[config.mk]
export PLATFORM = sky130hd
export DESIGN_NAME = sat_clause_loader
export DESIGN_NICKNAME = d
export VERILOG_FILES = /design/src/rtl/sat_pkg.sv /design/src/rtl/sat_lit_fifo.sv /design/src/rtl/sat_clause_loader.sv
export SDC_FILE = /design/constraint.sdc
export NUM_CORES = 1
export LEC_CHECK = 0
export CAP_MARGIN = 15
export CORE_ASPECT_RATIO = 1.1
export CORE_MARGIN = 4
export CORE_UTILIZATION = 25
export CTS_CLUSTER_SIZE = 10
export DETAILED_ROUTE_END_ITERATION = 10
export PLACE_DENSITY = 0.4
export SYNTH_ARGS = -nofsm -noshare
export SYNTH_HDL_FRONTEND = slang
export SYNTH_SLANG_ARGS = --single-unit
[constraint.sdc]
create_clock -name clk -period 2.8 [get_ports clk]
set_input_delay 0.28 -clock clk [delete_from_list [all_inputs] [get_ports clk]]
set_output_delay 0.28 -clock clk [all_outputs]
set_load 0.1 [all_outputs]
[src/rtl/sat_pkg.sv]
// ============================================================================
// Module   : sat_pkg
// Brief    : Shared types, constants and literal checker for the tinysat
//            clause loader.
// Revision : 1.0 - initial release
// ============================================================================
`default_nettype none

package sat_pkg;

    typedef logic signed [4:0] lit_t;

    localparam int   NVARS_DEF = 4;
    localparam lit_t LIT_TERM  = 5'sd0;

    typedef enum logic [2:0] {
        IDLE   = 3'd0,
        FILL   = 3'd1,
        LOAD   = 3'd2,
        RUN    = 3'd3,
        WAIT   = 3'd4,
        REPORT = 3'd5
    } state_t;

    // -16 has magnitude 16, so the second term rejects it for any NVARS.
    function automatic logic lit_legal(input lit_t lit, input int nvars);
        int mag;
        mag = (lit < 0) ? -int'(lit) : int'(lit);
        return (mag <= nvars) && (mag < 16);
    endfunction

endpackage

`default_nettype wire

[src/rtl/sat_lit_fifo.sv]
// ============================================================================
// Module   : sat_lit_fifo
// Brief    : Single-clock DEPTH x 5-bit literal FIFO with occupancy count and
//            synchronous clear.
// Revision : 1.0 - initial release
// ============================================================================
`default_nettype none

module sat_lit_fifo
    import sat_pkg::*;
#(
    parameter int DEPTH = 16
) (
    input  logic                     clk,
    input  logic                     rst,
    input  logic                     clr,
    input  logic                     push,
    input  lit_t                     din,
    input  logic                     pop,
    output lit_t                     dout,
    output logic                     full,
    output logic                     empty,
    output logic [$clog2(DEPTH):0]   count
);

    localparam int           c_AW  = $clog2(DEPTH);
    localparam logic [c_AW:0] c_ONE = (c_AW+1)'(1);

    lit_t          r_mem [DEPTH];
    logic [c_AW:0] r_wptr;
    logic [c_AW:0] r_rptr;
    logic          w_do_push;
    logic          w_do_pop;

    assign w_do_push = push && !full;
    assign w_do_pop  = pop && !empty;

    always_ff @(posedge clk or posedge rst) begin
        if (rst) begin
            r_wptr <= '0;
            r_rptr <= '0;
        end else if (clr) begin
            r_wptr <= '0;
            r_rptr <= '0;
        end else begin
            if (w_do_push) r_wptr <= r_wptr + c_ONE;
            if (w_do_pop)  r_rptr <= r_rptr + c_ONE;
        end
    end

    always_ff @(posedge clk) begin
        if (w_do_push) r_mem[r_wptr[c_AW-1:0]] <= din;
    end

    // Pointer MSBs differ only when the write side has lapped the read side.
    assign dout  = r_mem[r_rptr[c_AW-1:0]];
    assign empty = (r_wptr == r_rptr);
    assign full  = (r_wptr[c_AW] != r_rptr[c_AW]) &&
                   (r_wptr[c_AW-1:0] == r_rptr[c_AW-1:0]);
    assign count = r_wptr - r_rptr;

endmodule

`default_nettype wire

[src/rtl/sat_clause_loader.sv]
// ============================================================================
// Module   : sat_clause_loader
// Brief    : Buffers and checks a host CNF literal stream, replays it into the
//            tinysat solver, runs it and returns the result. Optional solver
//            watchdog enabled by defining LOADER_TIMEOUT_EN.
// Revision : 1.0 - initial release
// ============================================================================
`default_nettype none

module sat_clause_loader
    import sat_pkg::*;
#(
    parameter int DEPTH   = 16,
    parameter int NVARS   = NVARS_DEF,
    parameter int TIMEOUT = 1023
) (
    input  logic             clk,
    input  logic             rst,
    input  logic             in_valid,
    output logic             in_ready,
    input  lit_t             in_lit,
    input  logic             in_last,
    output logic             sat_load,
    output lit_t             sat_data,
    output logic             sat_run,
    input  logic             sat_done,
    input  logic             sat_sol,
    input  logic [NVARS-1:0] sat_x,
    output logic             res_valid,
    input  logic             res_ready,
    output logic             res_sol,
    output logic [NVARS-1:0] res_x,
    output logic             res_err,
    output logic             res_tout
);

    localparam int            c_AW       = $clog2(DEPTH);
    localparam logic [c_AW:0] c_CNT_LAST = (c_AW+1)'(DEPTH - 1);

    state_t           r_state, w_state_nxt;
    logic             r_err, w_err_nxt;
    logic             r_sol, w_sol_nxt;
    logic [NVARS-1:0] r_x, w_x_nxt;
    logic             r_append, w_append_nxt;
    logic             r_sat_load, w_sat_load_nxt;
    lit_t             r_sat_data, w_sat_data_nxt;

    logic             w_push, w_pop, w_clr;
    lit_t             w_fifo_dout;
    logic             w_full, w_empty;
    logic [c_AW:0]    w_count;
    logic             w_in_ready, w_accept, w_lit_ok;

`ifdef LOADER_TIMEOUT_EN
    localparam logic [9:0] c_TOUT_LAST = 10'(TIMEOUT - 1);
    logic       r_tout, w_tout_nxt;
    logic [9:0] r_cnt, w_cnt_nxt;
`endif

    sat_lit_fifo #(.DEPTH(DEPTH)) u_fifo (
        .clk   (clk),
        .rst   (rst),
        .clr   (w_clr),
        .push  (w_push),
        .din   (in_lit),
        .pop   (w_pop),
        .dout  (w_fifo_dout),
        .full  (w_full),
        .empty (w_empty),
        .count (w_count)
    );

    // Once an overflow is flagged, further literals are swallowed so the host
    // can finish its formula instead of stalling forever on a full FIFO.
    assign w_in_ready = (r_state == IDLE) ||
                        ((r_state == FILL) && (!w_full || r_err));
    assign w_accept   = in_valid && w_in_ready;
    assign w_lit_ok   = lit_legal(in_lit, NVARS);

    always_ff @(posedge clk or posedge rst) begin
        if (rst) begin
            r_state    <= IDLE;
            r_err      <= 1'b0;
            r_sol      <= 1'b0;
            r_x        <= '0;
            r_append   <= 1'b0;
            r_sat_load <= 1'b0;
            r_sat_data <= LIT_TERM;
        end else begin
            r_state    <= w_state_nxt;
            r_err      <= w_err_nxt;
            r_sol      <= w_sol_nxt;
            r_x        <= w_x_nxt;
            r_append   <= w_append_nxt;
            r_sat_load <= w_sat_load_nxt;
            r_sat_data <= w_sat_data_nxt;
        end
    end

`ifdef LOADER_TIMEOUT_EN
    always_ff @(posedge clk or posedge rst) begin
        if (rst) begin
            r_tout <= 1'b0;
            r_cnt  <= '0;
        end else begin
            r_tout <= w_tout_nxt;
            r_cnt  <= w_cnt_nxt;
        end
    end
`endif

    always_comb begin
        w_state_nxt    = r_state;
        w_err_nxt      = r_err;
        w_sol_nxt      = r_sol;
        w_x_nxt        = r_x;
        w_append_nxt   = r_append;
        w_sat_load_nxt = 1'b0;
        w_sat_data_nxt = LIT_TERM;
        w_push         = 1'b0;
        w_pop          = 1'b0;
        w_clr          = 1'b0;
`ifdef LOADER_TIMEOUT_EN
        w_tout_nxt     = r_tout;
        w_cnt_nxt      = r_cnt;
`endif
        case (r_state)
            IDLE, FILL: begin
                // Full while still filling means the formula cannot fit.
                if ((r_state == FILL) && w_full) w_err_nxt = 1'b1;
                if (w_accept) begin
                    if (r_state == IDLE) w_state_nxt = FILL;
                    if (!w_lit_ok || w_full) w_err_nxt = 1'b1;
                    else                     w_push    = 1'b1;
                    if (in_last) begin
                        w_append_nxt = w_lit_ok && (in_lit != LIT_TERM);
                        // The appended terminator needs a free slot after this write.
                        if (w_lit_ok && !w_full && (in_lit != LIT_TERM) &&
                            (w_count == c_CNT_LAST))
                            w_err_nxt = 1'b1;
                        w_state_nxt = w_err_nxt ? REPORT : LOAD;
                    end
                end
            end
            LOAD: begin
                if (!w_empty) begin
                    w_pop          = 1'b1;
                    w_sat_load_nxt = 1'b1;
                    w_sat_data_nxt = w_fifo_dout;
                end else if (r_append) begin
                    w_sat_load_nxt = 1'b1;
                    w_sat_data_nxt = LIT_TERM;
                    w_append_nxt   = 1'b0;
                end else begin
                    w_state_nxt = RUN;
                end
            end
            RUN: begin
                w_state_nxt = WAIT;
`ifdef LOADER_TIMEOUT_EN
                w_cnt_nxt   = '0;
`endif
            end
            WAIT: begin
                if (sat_done) begin
                    w_sol_nxt   = sat_sol;
                    w_x_nxt     = sat_sol ? sat_x : '0;
                    w_state_nxt = REPORT;
                end
`ifdef LOADER_TIMEOUT_EN
                else if (r_cnt == c_TOUT_LAST) begin
                    w_tout_nxt  = 1'b1;
                    w_sol_nxt   = 1'b0;
                    w_x_nxt     = '0;
                    w_state_nxt = REPORT;
                end else begin
                    w_cnt_nxt = r_cnt + 10'd1;
                end
`endif
            end
            REPORT: begin
                if (res_ready) begin
                    w_err_nxt    = 1'b0;
                    w_sol_nxt    = 1'b0;
                    w_x_nxt      = '0;
                    w_append_nxt = 1'b0;
                    w_clr        = 1'b1;
                    w_state_nxt  = IDLE;
`ifdef LOADER_TIMEOUT_EN
                    w_tout_nxt   = 1'b0;
`endif
                end
            end
            default: w_state_nxt = IDLE;
        endcase
    end

    assign in_ready  = w_in_ready;
    assign sat_load  = r_sat_load;
    assign sat_data  = r_sat_data;
    assign sat_run   = (r_state == RUN) || (r_state == WAIT);
    assign res_valid = (r_state == REPORT);
    assign res_err   = r_err && (r_state == REPORT);
    assign res_sol   = r_sol;
    assign res_x     = r_x;
`ifdef LOADER_TIMEOUT_EN
    assign res_tout  = r_tout;
`else
    assign res_tout  = 1'b0;
`endif

endmodule

`default_nettype wire

==> impl_metrics.tcl <==
set metrics [dict create \
    rows 52 \
    dp_hpwl_mm 8.019 \
    ioPinCount 32 \
    crit_chain "inv_1, ha_1, fa_1, or4_1, nor4_2, a21boi_0, o32ai_1" \
    syn_inst 308 \
    yosysWarnings 0 \
    grt_max_degree 27 \
    grtUsageTotal_pct 11.01 \
    power_switching_share_pct 36.64 \
    antenna_found_initial 0 \
    final_layout_size_suffix_gt1_share_pct 27.22 \
    vias_per_cell 4.495 \
    routed_wirelength_mm 11.25 \
    clock_power_share_pct 24.7 \
    grt_pass1_vias 2896 \
    grt_pass1_wl_mm 17.62 \
    cts_hold_buf 0 \
    cpPeakStageDelay_ps 540 \
    initialDrtViolationCount 215 \
    drt_pre_antenna_iters 5 \
    cts_resized 0 \
    final_hold_viol_count 0 \
    cts_max_level 3 \
    drc 0 \
    synthToLayoutAreaGrowth_pct 21.93 \
    wl_per_cell_um 18.33 \
    p_seq_share_pct 40.4 \
    p_comb_share_pct 34.9 \
    fmax_mhz 391.4 \
    fin_crit_sh_pct 91.24 \
    synth-async-reset-ratio_pct 24.53 \
    cp_max_fo 4 \
    setup_viol 0 \
    ys_seq_area_share_pct 64.62 \
    rsz0062_at_grt "false" \
    power_switching_mw 1.711 \
    cts_tree "done" \
    place.gp.congestion 0.7669 \
    p_leak_nw 2.106 \
    p_int_mw 2.959 \
    clk_pin_slew_ps 70 \
    finalPower_mw 4.670 \
    layout_commonest_cell "edfxtp_1" \
    regArea_sq_um 3053 \
    drv_cap 0 \
    fp.coreArea_sq_um 18480 \
    grtUsageMet1_pct 15.18 \
    slew_viol_final 0 \
    grt-ovfl-total 0 \
    final_cell_mix "edfxtp_1, buf_4, nor2_1, dfrtp_1, mux4_2" \
    cts_made_buffers 9 \
    synth-seq-cells 106 \
    synthFlopType "edfxtp_1" \
    hold_path.class "in -> async" \
    use_met2_pct 17.40 \
    place_ws_ps 9.830 \
    multi_input_area_sq_um 1583 \
    worst_ep_required_time_ps 3040 \
    die_area_sq_um 21160 \
    start_util_pct 25.57 \
    outcome "complete, no violations" \
    maxSlewHeadroom_pct 62.85 \
    synth_nets 335 \
    period_minus_slack_ps 2555 \
    p_per_area_nw_per_um2 810.8 \
    diodes 0 \
    grt-busiest-layer "met2" \
    avgSynthCellArea_sq_um 15.34 \
    ys_types 51 \
    critical_path_class "reg -> reg" \
    setup_tns_ps 0 \
    fillerInstances 1870 \
    timing.final.ws_setup_ps 245.2 \
    num_vias 2760 \
    cp_slowest_cell "or4_1" \
    start_kind "register" \
    ir_worst_vdd_mv 0.6749 \
    worstSetupEndpointType "register" \
    finClkSkew_ps 7.588 \
    drtAntennaViolNets 0 \
    tightest_slew_ps 553.3 \
    crit_arrival_ps 2800 \
    dpl_cell_area_sq_um 5500 \
    nNetsFinal 395 \
    cts-root-buf "clkbuf_16" \
    fin_area_sq_um 5761 \
    synth_area_sq_um 4725 \
    clkLatencyLatePin_ps 340 \
    clockBufferDepth 2 \
    place.port_buffers 30 \
    synth-edff-count 80 \
    clock-sinks 106 \
    die_y_um 152.2 \
    die_w_um 139.1 \
    post-cts-setup-buffers 0 \
    use_met3_pct 2.197 \
]
[final timing paths]
path,from,to,slack [ps],cells after the start
setup / recovery,u_fifo.r_wptr[0],r_err,250,7
hold / removal,rst,sat_data[3],300,3
setup reg to reg,u_fifo.r_wptr[0],r_err,250,7
hold reg to reg,r_append,r_append,490,2
max in group asynchronous,rst,u_fifo.r_wptr[2],2230,3
min in group clk,r_append,r_append,490,2
[per-layer routing]
layer | wire, um | vias up
met5 | 0 | -
met1 | 5284 | 1409
li1 | - | 1285
met2 | 5427 | 55
met3 | 390 | 11
met4 | 151 | 0
[registers in the layout, indices dropped and copies added (netlist names)]
name and cells:
u_fifo.r_mem 80, sat_data 5, u_fifo.r_rptr 5, u_fifo.r_wptr 5
res_x 4, r_state 3, r_append 1, r_err 1
res_sol 1, sat_load 1
[power by group through the flow]
| stage | clock network [mW] | registers [mW] | logic [mW] |
|---|---|---|---|
| finish | 1.15 | 1.89 | 1.63 |
| global route | 1.26 | 1.91 | 1.77 |
| CTS | 1.20 | 1.89 | 1.67 |
| detailed placement | 0 | 1.92 | 1.66 |
| global placement | 0 | 1.92 | 1.66 |
| floorplan | 0 | 2.14 | 0.996 |
[logic make-up after synthesis]
logic type      after synthesis  synth area share [%]
buf+inv                      25                 2.728
simple gates                 95                 10.51
other cells                   1               0.07937
flops                       106                 64.62
compound gates               30                 4.158
mux                          29                 12.79
xor+xnor                     11                 2.039
fa+ha+maj                    11                 3.072
[worst max-delay path, delay by kind of cell, from the launching register on]
kind,cells,cell delay [ps]
AO/OA/AOI/OAI,2,410
flip-flops,1,380
buffers and inverters,1,110
AND/OR/NAND/NOR,2,940
adder cells (fa/ha/maj),2,610
[cell type report]
cell class                 instances  area share (%)
clock buffer                      10           3.975
clock inverter                     4          0.5430
inverter                          12          0.7819
multi-input combinational        177           27.48
sequential                       106           53.00
tap                              243           5.278
timing repair buffer              62           8.949
[Yosys cell counts, drive strengths merged, types with 4 or more instances]
cell type | number | share of area, %
a21oi | 8 | 0.85
edfxtp | 80 | 51
clkbuf | 6 | 0.90
xnor2 | 6 | 1.1
nor2 | 32 | 2.7
nand3 | 4 | 0.42
nand4 | 4 | 0.53
mux4 | 25 | 12
o21ai | 9 | 0.95
nor2b | 5 | 0.71
ha | 10 | 2.6
nor3 | 7 | 0.74
nand2 | 16 | 1.4
and3 | 6 | 0.79
xor2 | 5 | 0.93
dfrtp | 26 | 14
inv | 12 | 0.95
buf | 6 | 0.66
nand2b | 7 | 0.93
[through the flow]
| stage | cells | hold WS [ps] | utilization [%] |
|---|---|---|---|
| 2_1_floorplan | 308 | 320.0 | - |
| 6_report | 614 | 300.2 | 31.18 |
| 3_3_place_gp | 600 | 470.7 | 29.77 |
| 3_5_place_dp | 600 | 478.7 | 29.77 |
| 4_1_cts | 614 | 308.8 | 31.18 |
| 5_1_grt | 614 | 345.4 | 31.18 |
Note: power is estimated with default switching activity, not from simulation.
